[config.mk]
export PLATFORM = sky130hd
export DESIGN_NAME = fir_out_quant
export DESIGN_NICKNAME = d
export VERILOG_FILES = /design/src/rtl/fir_pkg.sv /design/src/rtl/fir_sync_fifo.sv /design/src/rtl/fir_out_quant.sv
export SDC_FILE = /design/constraint.sdc
export NUM_CORES = 1
export LEC_CHECK = 0
export BUFFER_PORTS_ARGS = -buffer_cell sky130_fd_sc_hd__buf_4
export CAP_MARGIN = 20
export CORE_ASPECT_RATIO = 1.4
export CORE_UTILIZATION = 30
export CTS_CLUSTER_DIAMETER = 60
export CTS_CLUSTER_SIZE = 25
export DETAILED_ROUTE_END_ITERATION = 10
export PLACE_DENSITY_LB_ADDON = 0.2
export SLEW_MARGIN = 20
export SYNTH_ARGS = -nofsm -noshare
export SYNTH_HDL_FRONTEND = slang
export SYNTH_HIERARCHICAL = 1
export SYNTH_SLANG_ARGS = --single-unit
[constraint.sdc]
create_clock -name clk -period 7.9 [get_ports clk]
set_clock_uncertainty 0.2 [all_clocks]
set_input_delay 1.58 -clock clk [delete_from_list [all_inputs] [get_ports clk]]
set_output_delay 1.58 -clock clk [all_outputs]
set_load 0.005 [all_outputs]
[src/rtl/fir_pkg.sv]
// Shared widths, sample/result types and saturation-limit helper for the fir_17 datapath.
package fir_pkg;

  localparam int FIR_DATA_W = 8;
  localparam int FIR_ACC_W  = 24;

  typedef logic signed [FIR_DATA_W-1:0] fir_sample_t;
  typedef logic signed [FIR_ACC_W-1:0]  fir_result_t;

  typedef struct packed {
    logic signed [31:0] hi;
    logic signed [31:0] lo;
  } sat_lim_t;

  // Largest and smallest two's-complement values representable in out_w bits.
  function automatic sat_lim_t sat_limits(input int out_w);
    sat_lim_t lim;
    lim.hi = (32'sd1 <<< (out_w - 1)) - 32'sd1;
    lim.lo = -(32'sd1 <<< (out_w - 1));
    return lim;
  endfunction

endpackage

[src/rtl/fir_sync_fifo.sv]
// Synchronous first-word-fall-through FIFO with occupancy counter; a push into a full FIFO is
// accepted only when a pop happens on the same edge.
module fir_sync_fifo #(
  parameter int DEPTH = 8,
  parameter int WIDTH = 8
) (
  input  logic                       clk,
  input  logic                       rst,
  input  logic                       push_i,
  input  logic                       pop_i,
  input  logic [WIDTH-1:0]           wdata_i,
  output logic [WIDTH-1:0]           rdata_o,
  output logic                       full_o,
  output logic                       empty_o,
  output logic [$clog2(DEPTH):0]     level_o
);

  localparam int AW = $clog2(DEPTH);
  localparam int LW = AW + 1;

  logic [WIDTH-1:0] mem_q [DEPTH];
  logic [AW-1:0]    wr_ptr_q, wr_ptr_d;
  logic [AW-1:0]    rd_ptr_q, rd_ptr_d;
  logic [LW-1:0]    level_q, level_d;
  logic             do_push, do_pop;

  assign empty_o = (level_q == '0);
  assign full_o  = (level_q == LW'(DEPTH));
  assign do_pop  = pop_i && !empty_o;
  assign do_push = push_i && (!full_o || do_pop);

  always_comb begin
    wr_ptr_d = wr_ptr_q;
    rd_ptr_d = rd_ptr_q;
    level_d  = level_q;
    if (do_push) wr_ptr_d = wr_ptr_q + AW'(1);
    if (do_pop)  rd_ptr_d = rd_ptr_q + AW'(1);
    case ({do_push, do_pop})
      2'b10:   level_d = level_q + LW'(1);
      2'b01:   level_d = level_q - LW'(1);
      default: level_d = level_q;
    endcase
  end

  always_ff @(posedge clk) begin
    if (!rst) begin
      wr_ptr_q <= '0;
      rd_ptr_q <= '0;
      level_q  <= '0;
    end else begin
      wr_ptr_q <= wr_ptr_d;
      rd_ptr_q <= rd_ptr_d;
      level_q  <= level_d;
    end
  end

  // Storage is left unreset; stale words are unreachable once the pointers clear.
  always_ff @(posedge clk) begin
    if (rst && do_push) mem_q[wr_ptr_q] <= wdata_i;
  end

  assign rdata_o = empty_o ? '0 : mem_q[rd_ptr_q];
  assign level_o = level_q;

endmodule

[src/rtl/fir_out_quant.sv]
// fir_17 output quantizer: round-half-up, arithmetic shift, saturate to OUT_W, buffer in a FIFO.
// Define FIR_OUT_QUANT_STATS_EN to add saturating sat_cnt_o / drop_cnt_o event counters.
module fir_out_quant
  import fir_pkg::*;
#(
  parameter int IN_W  = FIR_ACC_W,
  parameter int OUT_W = FIR_DATA_W,
  parameter int SHIFT = 10,
  parameter int DEPTH = 8
) (
  input  logic                       clk,
  input  logic                       rst,
  input  logic signed [IN_W-1:0]     data_i,
  input  logic                       valid_i,
  output logic signed [OUT_W-1:0]    data_o,
  output logic                       valid_o,
  input  logic                       ready_i,
  output logic [$clog2(DEPTH):0]     level_o,
  output logic                       sat_o,
`ifdef FIR_OUT_QUANT_STATS_EN
  output logic [15:0]                sat_cnt_o,
  output logic [15:0]                drop_cnt_o,
`endif
  output logic                       ovf_o
);

  localparam int SW = IN_W + 1;
  localparam sat_lim_t LIM = sat_limits(OUT_W);
  localparam logic signed [SW-1:0] Q_MAX = SW'(LIM.hi);
  localparam logic signed [SW-1:0] Q_MIN = SW'(LIM.lo);
  localparam logic signed [SW-1:0] RND   = SW'(1) <<< (SHIFT - 1);

  logic signed [SW-1:0]  sum, q;
  logic [OUT_W-1:0]      word_d, word_q;
  logic                  s1_valid_q;
  logic                  sat_evt, sat_q, sat_d;
  logic                  ovf_q, ovf_d;
  logic                  pop, push, drop, fifo_full, fifo_empty;
  logic [OUT_W-1:0]      fifo_rdata;

  // One extra bit of headroom so adding the rounding constant cannot wrap.
  assign sum = SW'(data_i) + RND;
  assign q   = sum >>> SHIFT;

  always_comb begin
    word_d  = q[OUT_W-1:0];
    sat_evt = 1'b0;
    if (q > Q_MAX) begin
      word_d  = Q_MAX[OUT_W-1:0];
      sat_evt = valid_i;
    end else if (q < Q_MIN) begin
      word_d  = Q_MIN[OUT_W-1:0];
      sat_evt = valid_i;
    end
  end

  assign pop   = valid_o && ready_i;
  assign push  = s1_valid_q && (!fifo_full || pop);
  assign drop  = s1_valid_q && fifo_full && !pop;
  assign sat_d = sat_q | sat_evt;
  assign ovf_d = ovf_q | drop;

  always_ff @(posedge clk) begin
    if (!rst) begin
      word_q     <= '0;
      s1_valid_q <= 1'b0;
      sat_q      <= 1'b0;
      ovf_q      <= 1'b0;
    end else begin
      if (valid_i) word_q <= word_d;
      s1_valid_q <= valid_i;
      sat_q      <= sat_d;
      ovf_q      <= ovf_d;
    end
  end

  fir_sync_fifo #(
    .DEPTH (DEPTH),
    .WIDTH (OUT_W)
  ) u_fifo (
    .clk     (clk),
    .rst     (rst),
    .push_i  (push),
    .pop_i   (pop),
    .wdata_i (word_q),
    .rdata_o (fifo_rdata),
    .full_o  (fifo_full),
    .empty_o (fifo_empty),
    .level_o (level_o)
  );

  assign data_o  = fifo_rdata;
  assign valid_o = !fifo_empty;
  assign sat_o   = sat_q;
  assign ovf_o   = ovf_q;

`ifdef FIR_OUT_QUANT_STATS_EN
  logic [15:0] sat_cnt_q, sat_cnt_d;
  logic [15:0] drop_cnt_q, drop_cnt_d;

  always_comb begin
    sat_cnt_d  = sat_cnt_q;
    drop_cnt_d = drop_cnt_q;
    if (sat_evt && sat_cnt_q != 16'hFFFF) sat_cnt_d  = sat_cnt_q + 16'd1;
    if (drop && drop_cnt_q != 16'hFFFF)   drop_cnt_d = drop_cnt_q + 16'd1;
  end

  always_ff @(posedge clk) begin
    if (!rst) begin
      sat_cnt_q  <= '0;
      drop_cnt_q <= '0;
    end else begin
      sat_cnt_q  <= sat_cnt_d;
      drop_cnt_q <= drop_cnt_d;
    end
  end

  assign sat_cnt_o  = sat_cnt_q;
  assign drop_cnt_o = drop_cnt_q;
`endif

endmodule
Yosys cells after proc, flatten, opt, wreduce, memory -nomap -nowiden
Memory sizes are Yosys's and may differ from the RTL's. A register that Yosys moved wholly into a read port is not among the register bits.
Index checks and enable logic that the tools add are counted.
- register bits after elaboration: 21
- RAM bits: 64
- input bits: 28
- logic and storage cells: 44
- memories kept: 1
- add/sub/neg operators: 5
- $lt $le $gt $ge: 2
- equal/unequal tests: 3
- muxes and demuxes: 10
- bitwise logic cells: 2
- reductions and logical operators: 14
- memory list (name ; depth ; bits a word ; rd ports ; clocked after Yosys merged registers in ; wr ports ; line ; source):
    u_fifo.mem_q ; 8 ; 8 ; 1 ; 1 ; 1 ; fir_sync_fifo.sv:21 ; logic [WIDTH-1:0] mem_q [DEPTH];
- operators by type and width (kind ; number):
    adder 24 x 11 -> 25 bit, second input constant ; 1
    two-way mux 8 bit ; 3
    greater-than comparator 15 x 8 -> 1 bit, second input constant ; 1
    < comparator 15 x 8 -> 1 bit, second input constant ; 1
    case mux 4 bit (2 select lines) ; 1
    logical AND 1 bit ; 7
    adder 3 x 1 -> 3 bit, second input constant ; 2
    two-way mux 3 bit ; 2
    adder 4 x 1 -> 4 bit, second input constant ; 1
    == test 4 bit, second input constant ; 1
    logical NOT 4 bit ; 1
    two-way mux 1 bit ; 4
    subtractor 4 x 1 -> 4 bit, second input constant ; 1
    logical NOT 1 bit ; 3
    == test 2 x 1 -> 1 bit, second input constant ; 1
    == test 2 bit, second input constant ; 1
    logical OR 1 bit ; 2
    bitwise OR 1 bit ; 2
    nonzero test 2 bit ; 1

Logic depth before layout (Yosys ltp)
- depth in word-level cells: 9
- gate-level depth with buffers: 14
- gate-level depth less buffers: 12

Cells and area by module
Netlist, hierarchy kept.
- modules (own cells, without submodules) (module ; times used ; cells an instance ; area an instance (um^2)):
    fir_sync_fifo ; 1 ; 186 ; 3210.6
    fir_out_quant ; 1 ; 105 ; 810.8

Worst setup path after synthesis
OpenSTA, ideal clock, no wires.
- path type: input port to flip-flop
- from: input ready_i
- to: register u_fifo.level_q[3] (netlist: u_fifo/level_o[3])
- setup time: 115 ps
- data arrival time: 3337 ps
- setup slack: 4248 ps
- cell stages on the path: 11
- buffers on the path: 1
- path through: nand2_1 a21boi_0 buf_2 inv_1 nand2b_1 inv_1 ha_1 a21oi_1 a211o_1 a32o_1 o21a_1
- cells in the longest elaborated chain, start to end: 6
- RTL lines (element ; line ; source):
    from (decl) ; fir_out_quant.sv:17 ; input logic ready_i,
    logical AND 1 bit * ; fir_out_quant.sv:57 ; assign pop = valid_o && ready_i;
    logical OR 1 bit * ; fir_out_quant.sv:58 ; assign push = s1_valid_q && (!fifo_full || pop);
    logical AND 1 bit * ; fir_out_quant.sv:58 ;
    net push ; fir_out_quant.sv:38 ; logic pop, push, drop, fifo_full, fifo_empty;
    logical AND 1 bit * ; fir_sync_fifo.sv:30 ; assign do_push = push_i && (!full_o || do_pop);
    == test 2 x 1 -> 1 bit or == test 2 bit (tied branches) ; fir_sync_fifo.sv:38 ; case ({do_push, do_pop})
    case mux 4 bit (2 select lines) or nonzero test 2 bit (tied branches) ; - ;
    to (signal assigned) ; fir_sync_fifo.sv:53 ; level_q <= level_d;
    to (decl) ; fir_sync_fifo.sv:24 ; logic [LW-1:0] level_q, level_d;
Mark *: on every way through the listed nets, which the timed path passes. The rest lies on a longest branch.
A chain may end at the register's enable or synchronous reset.

==> key figures <==
Run status
  • Outcome: complete, no violations

GRT
  • Number of global-route vias before repair: 2479
  • Total GRT Usage: 12.3%
  • Largest net degree at the start of global routing: 17
  • Initial antenna violation count: 0
  • First-pass GRT wire length: 12.6 mm
  • Total global routing overflow: 0

Floorplan
  • Ports: 43
  • Die X: 99.9 um
  • Initial core utilization: 31.1%
  • Standard-cell rows: 49
  • Die H: around 140 um
  • Die Area: 13900 um2
  • Core ar.: 12900 um2

Place
  • Placed cells: 493
  • Area after DPL: roughly 4500 um2
  • IO Port Bufs: 33
  • Pre-CTS WS: around 4000 ps
  • Gpl congestion: 0.766
  • HPWL after detailed placement: around 5.4 mm

Synthesis
  • Post-synthesis adder-cell area fraction: just over 2%
  • Synth Area in Compound Gates: 8.59%
  • Multiplexer area fraction after synthesis: 11.9%
  • Post-synthesis net count: 325
  • Synth Flop Type: edfxtp_1
  • Post-synthesis xor/xnor area fraction: 2.83%
  • Cells after Synth: 291
  • Asr flop ratio synth: 0%
  • Netlist cell types: 58
  • Post-synthesis sequential area ratio: about 60%
  • Syn avg cell area: 13.8 um2
  • Post-synthesis register bit count: 88
  • Number of flops mapped to enable cells by yosys: 64
  • Main combinational cell family by area after synthesis: simple AND/OR/NAND/NOR gates
  • Simple-gate share of the synthesized area: 11.9%
  • Ys Warns: 6
  • Area of the mapped netlist: between 4000 and 5000 um2

Timing
  • FMAX: 266 MHz
  • Worst hold margin: just under 300 ps
  • Tightest Pin Transition: 951 ps
  • PnR worst setup slack: 4140 ps
  • Setup-violating endpoint count in the final report: 0
  • RSZ-0062 raised after global routing: false
  • Final worst-path cycle share: 47.6%
  • Max-slew violations: 0
  • Final min period: 3760 ps
  • Slew HR: 36.4%
  • Fin. Hold Viols: 0
  • Setup total negative slack: 0 ps

Cells and area
  • Commonest non-fill, non-tap cell in the layout: edfxtp_1
  • Layout cells sized above 1: between 20% and 30%
  • Most frequent cells in the layout: edfxtp_1 (64), buf_4 (37), nor2_1 (25), dfxtp_1 (24), nand2_1 (20)
  • Fin util: 36.9%
  • Net count reported at finish: 360
  • Synth-to-Final Area Change: 18.8%
  • Inserted Diodes: 0
  • Fill cell count: ~1300
  • Finished Layout Cells: about 510
  • Post-Layout Inst Area: 4780 um2

Worst hold path
  • Hold Crit Depth: 2
  • HP Class: flop to flop
  • Hold Crit Endpoint: ovf_o
  • Min-delay src: ovf_o

Critical path
  • R2R depth: 12
  • CP delay by family, top: flip-flops
  • Required time of the critical path: 6120 ps
  • R2r setup slk: 4420 ps
  • Critical-path top delay cell: dfxtp_1
  • Buf/Inv on CP: 1
  • Cell Chain, Critical Path: mux4_2 -> mux2i_1 -> nor2_1 -> buf_4
  • Reg2Reg Capture Point: u_fifo/level_o[3]
  • Crit end category: output pin
  • Kind of critical path: flop to output pin
  • Reg2reg start: u_fifo/level_o[1]
  • Worst path arrival time: 1980 ps
  • CP max stage delay: 830 ps
  • CP Launch Type: flop
  • Worst Path Max Fanout: 16

Clock tree
  • Clock Tree Buf Depth: 2
  • Root buf cell: clkbuf_16
  • CTS tree: built
  • H-tree levels: 3
  • Worst-path clk slew: 60 ps
  • Cts bufs inserted: 9
  • Cts repair resizes: 0
  • Post-CTS setup buffers: 0
  • Clock sinks: 88
  • Clock latency on the worst-skew pair: 330 ps
  • CTS Hold Bufs: 0

Detailed routing
  • DRC: 0
  • Via-per-instance ratio: 4.84
  • Final Routed Wirelength: 7.92 mm
  • Post-route antenna net violation count: 0
  • DRT iter0 DRCs: 59
  • DRT Pass-1 Iters: 5
  • Via count: 2462
  • WL per Instance: around 16 um

Power and ir drop
  • Pwr dens: 231 nW/um2
  • Tot Pwr: between 1 and 1.5 mW
  • Pleak: 1.61 nW
  • Maximum VDD drop: about 0.00011 V

Run
  • Maximum Capacitance Violations: 0
cell type report:
class / instances / area [um2] / share of cell area (%)
sequential: 88 / 2400 / 50.3
clock inverter: 6 / 68.8 / 1.44
timing repair buffer: 37 / 278 / 5.81
multi-input combinational: 178 / 1520 / 31.9
inverter: 12 / 45.0 / 0.943
tap: 178 / 223 / 4.66
clock buffer: 10 / 239 / 5.00
cell families after synthesis:
family,Yosys count
xor gates and xnor gates,13
DFF,88
adders and majority gates,6
AOI/OAI and AO/OA,42
buffers and inverters,25
muxes,28
and+or+nand+nor,89
power by group:
part	internal [mW]	total (mW)	switching [mW]
sequential	0.510	0.531	0.0210
combinational	0.0728	0.150	0.0773
clock	0.254	0.423	0.169
total	0.837	1.10	0.267
worst register-to-register path, delay by kind of cell (launching register included):
family,cells,cell delay [ps]
AND/OR/NAND/NOR,4,1200
AO/OA/AOI/OAI,4,860
flip-flops,1,430
buffers and inverters,3,360
adder cells (fa/ha/maj),1,320
layer usage:
layer  vias to the layer above  GRT usage (%)  part of all wire (%)
met5                         -              0                     0
met4                         0           7.35                   2.6
met3                        15           1.97                   2.6
met2                        58           21.6                    53
met1                      1191           13.7                    42
li1                       1198              -                     -
Yosys cell counts (3+ instances only):
master	count	share of area, %
edfxtp_1	64	48
nor2_1	25	2.3
dfxtp_1	24	12
nand2_1	20	1.9
mux4_2	16	9.0
mux2i_1	12	3.0
nand3_1	12	1.5
inv_1	11	1.0
xor2_1	9	2.0
a21oi_1	7	0.87
o211ai_1	7	1.3
nor3_1	6	0.75
buf_2	5	0.62
ha_1	5	1.6
nand4_1	4	0.62
nor4_1	4	0.62
xnor2_1	4	0.87
nand2b_1	3	0.47
nand4b_1	3	0.65
o21ai_0	3	0.37
or3_1	3	0.47
state kept, by name, summed over array words and instances, names as in the netlist, named ones only:
register	cells
u_fifo/mem_q	64
word_q	8
u_fifo/level_o	4
u_fifo/rd_ptr_q	3
u_fifo/wr_ptr_q	3
ovf_o	1
s1_valid_q	1
sat_o	1
worst max path at each step:
stage | slack (ps) | cells past startpoint | from | endpoint
3_3_place_gp | 4060 | 12 | ready_i | u_fifo/level_o[3]
5_1_grt | 3980 | 12 | u_fifo/level_o[1] | u_fifo/level_o[3]
6_report | 4140 | 4 | flop | data_o[7]
4_1_cts | 4050 | 4 | flop | data_o[7]
2_1_floorplan | 4250 | 11 | ready_i | u_fifo/level_o[3]
3_5_place_dp | 4030 | 12 | ready_i | u_fifo/level_o[3]
(Power assumes the default switching activity.)
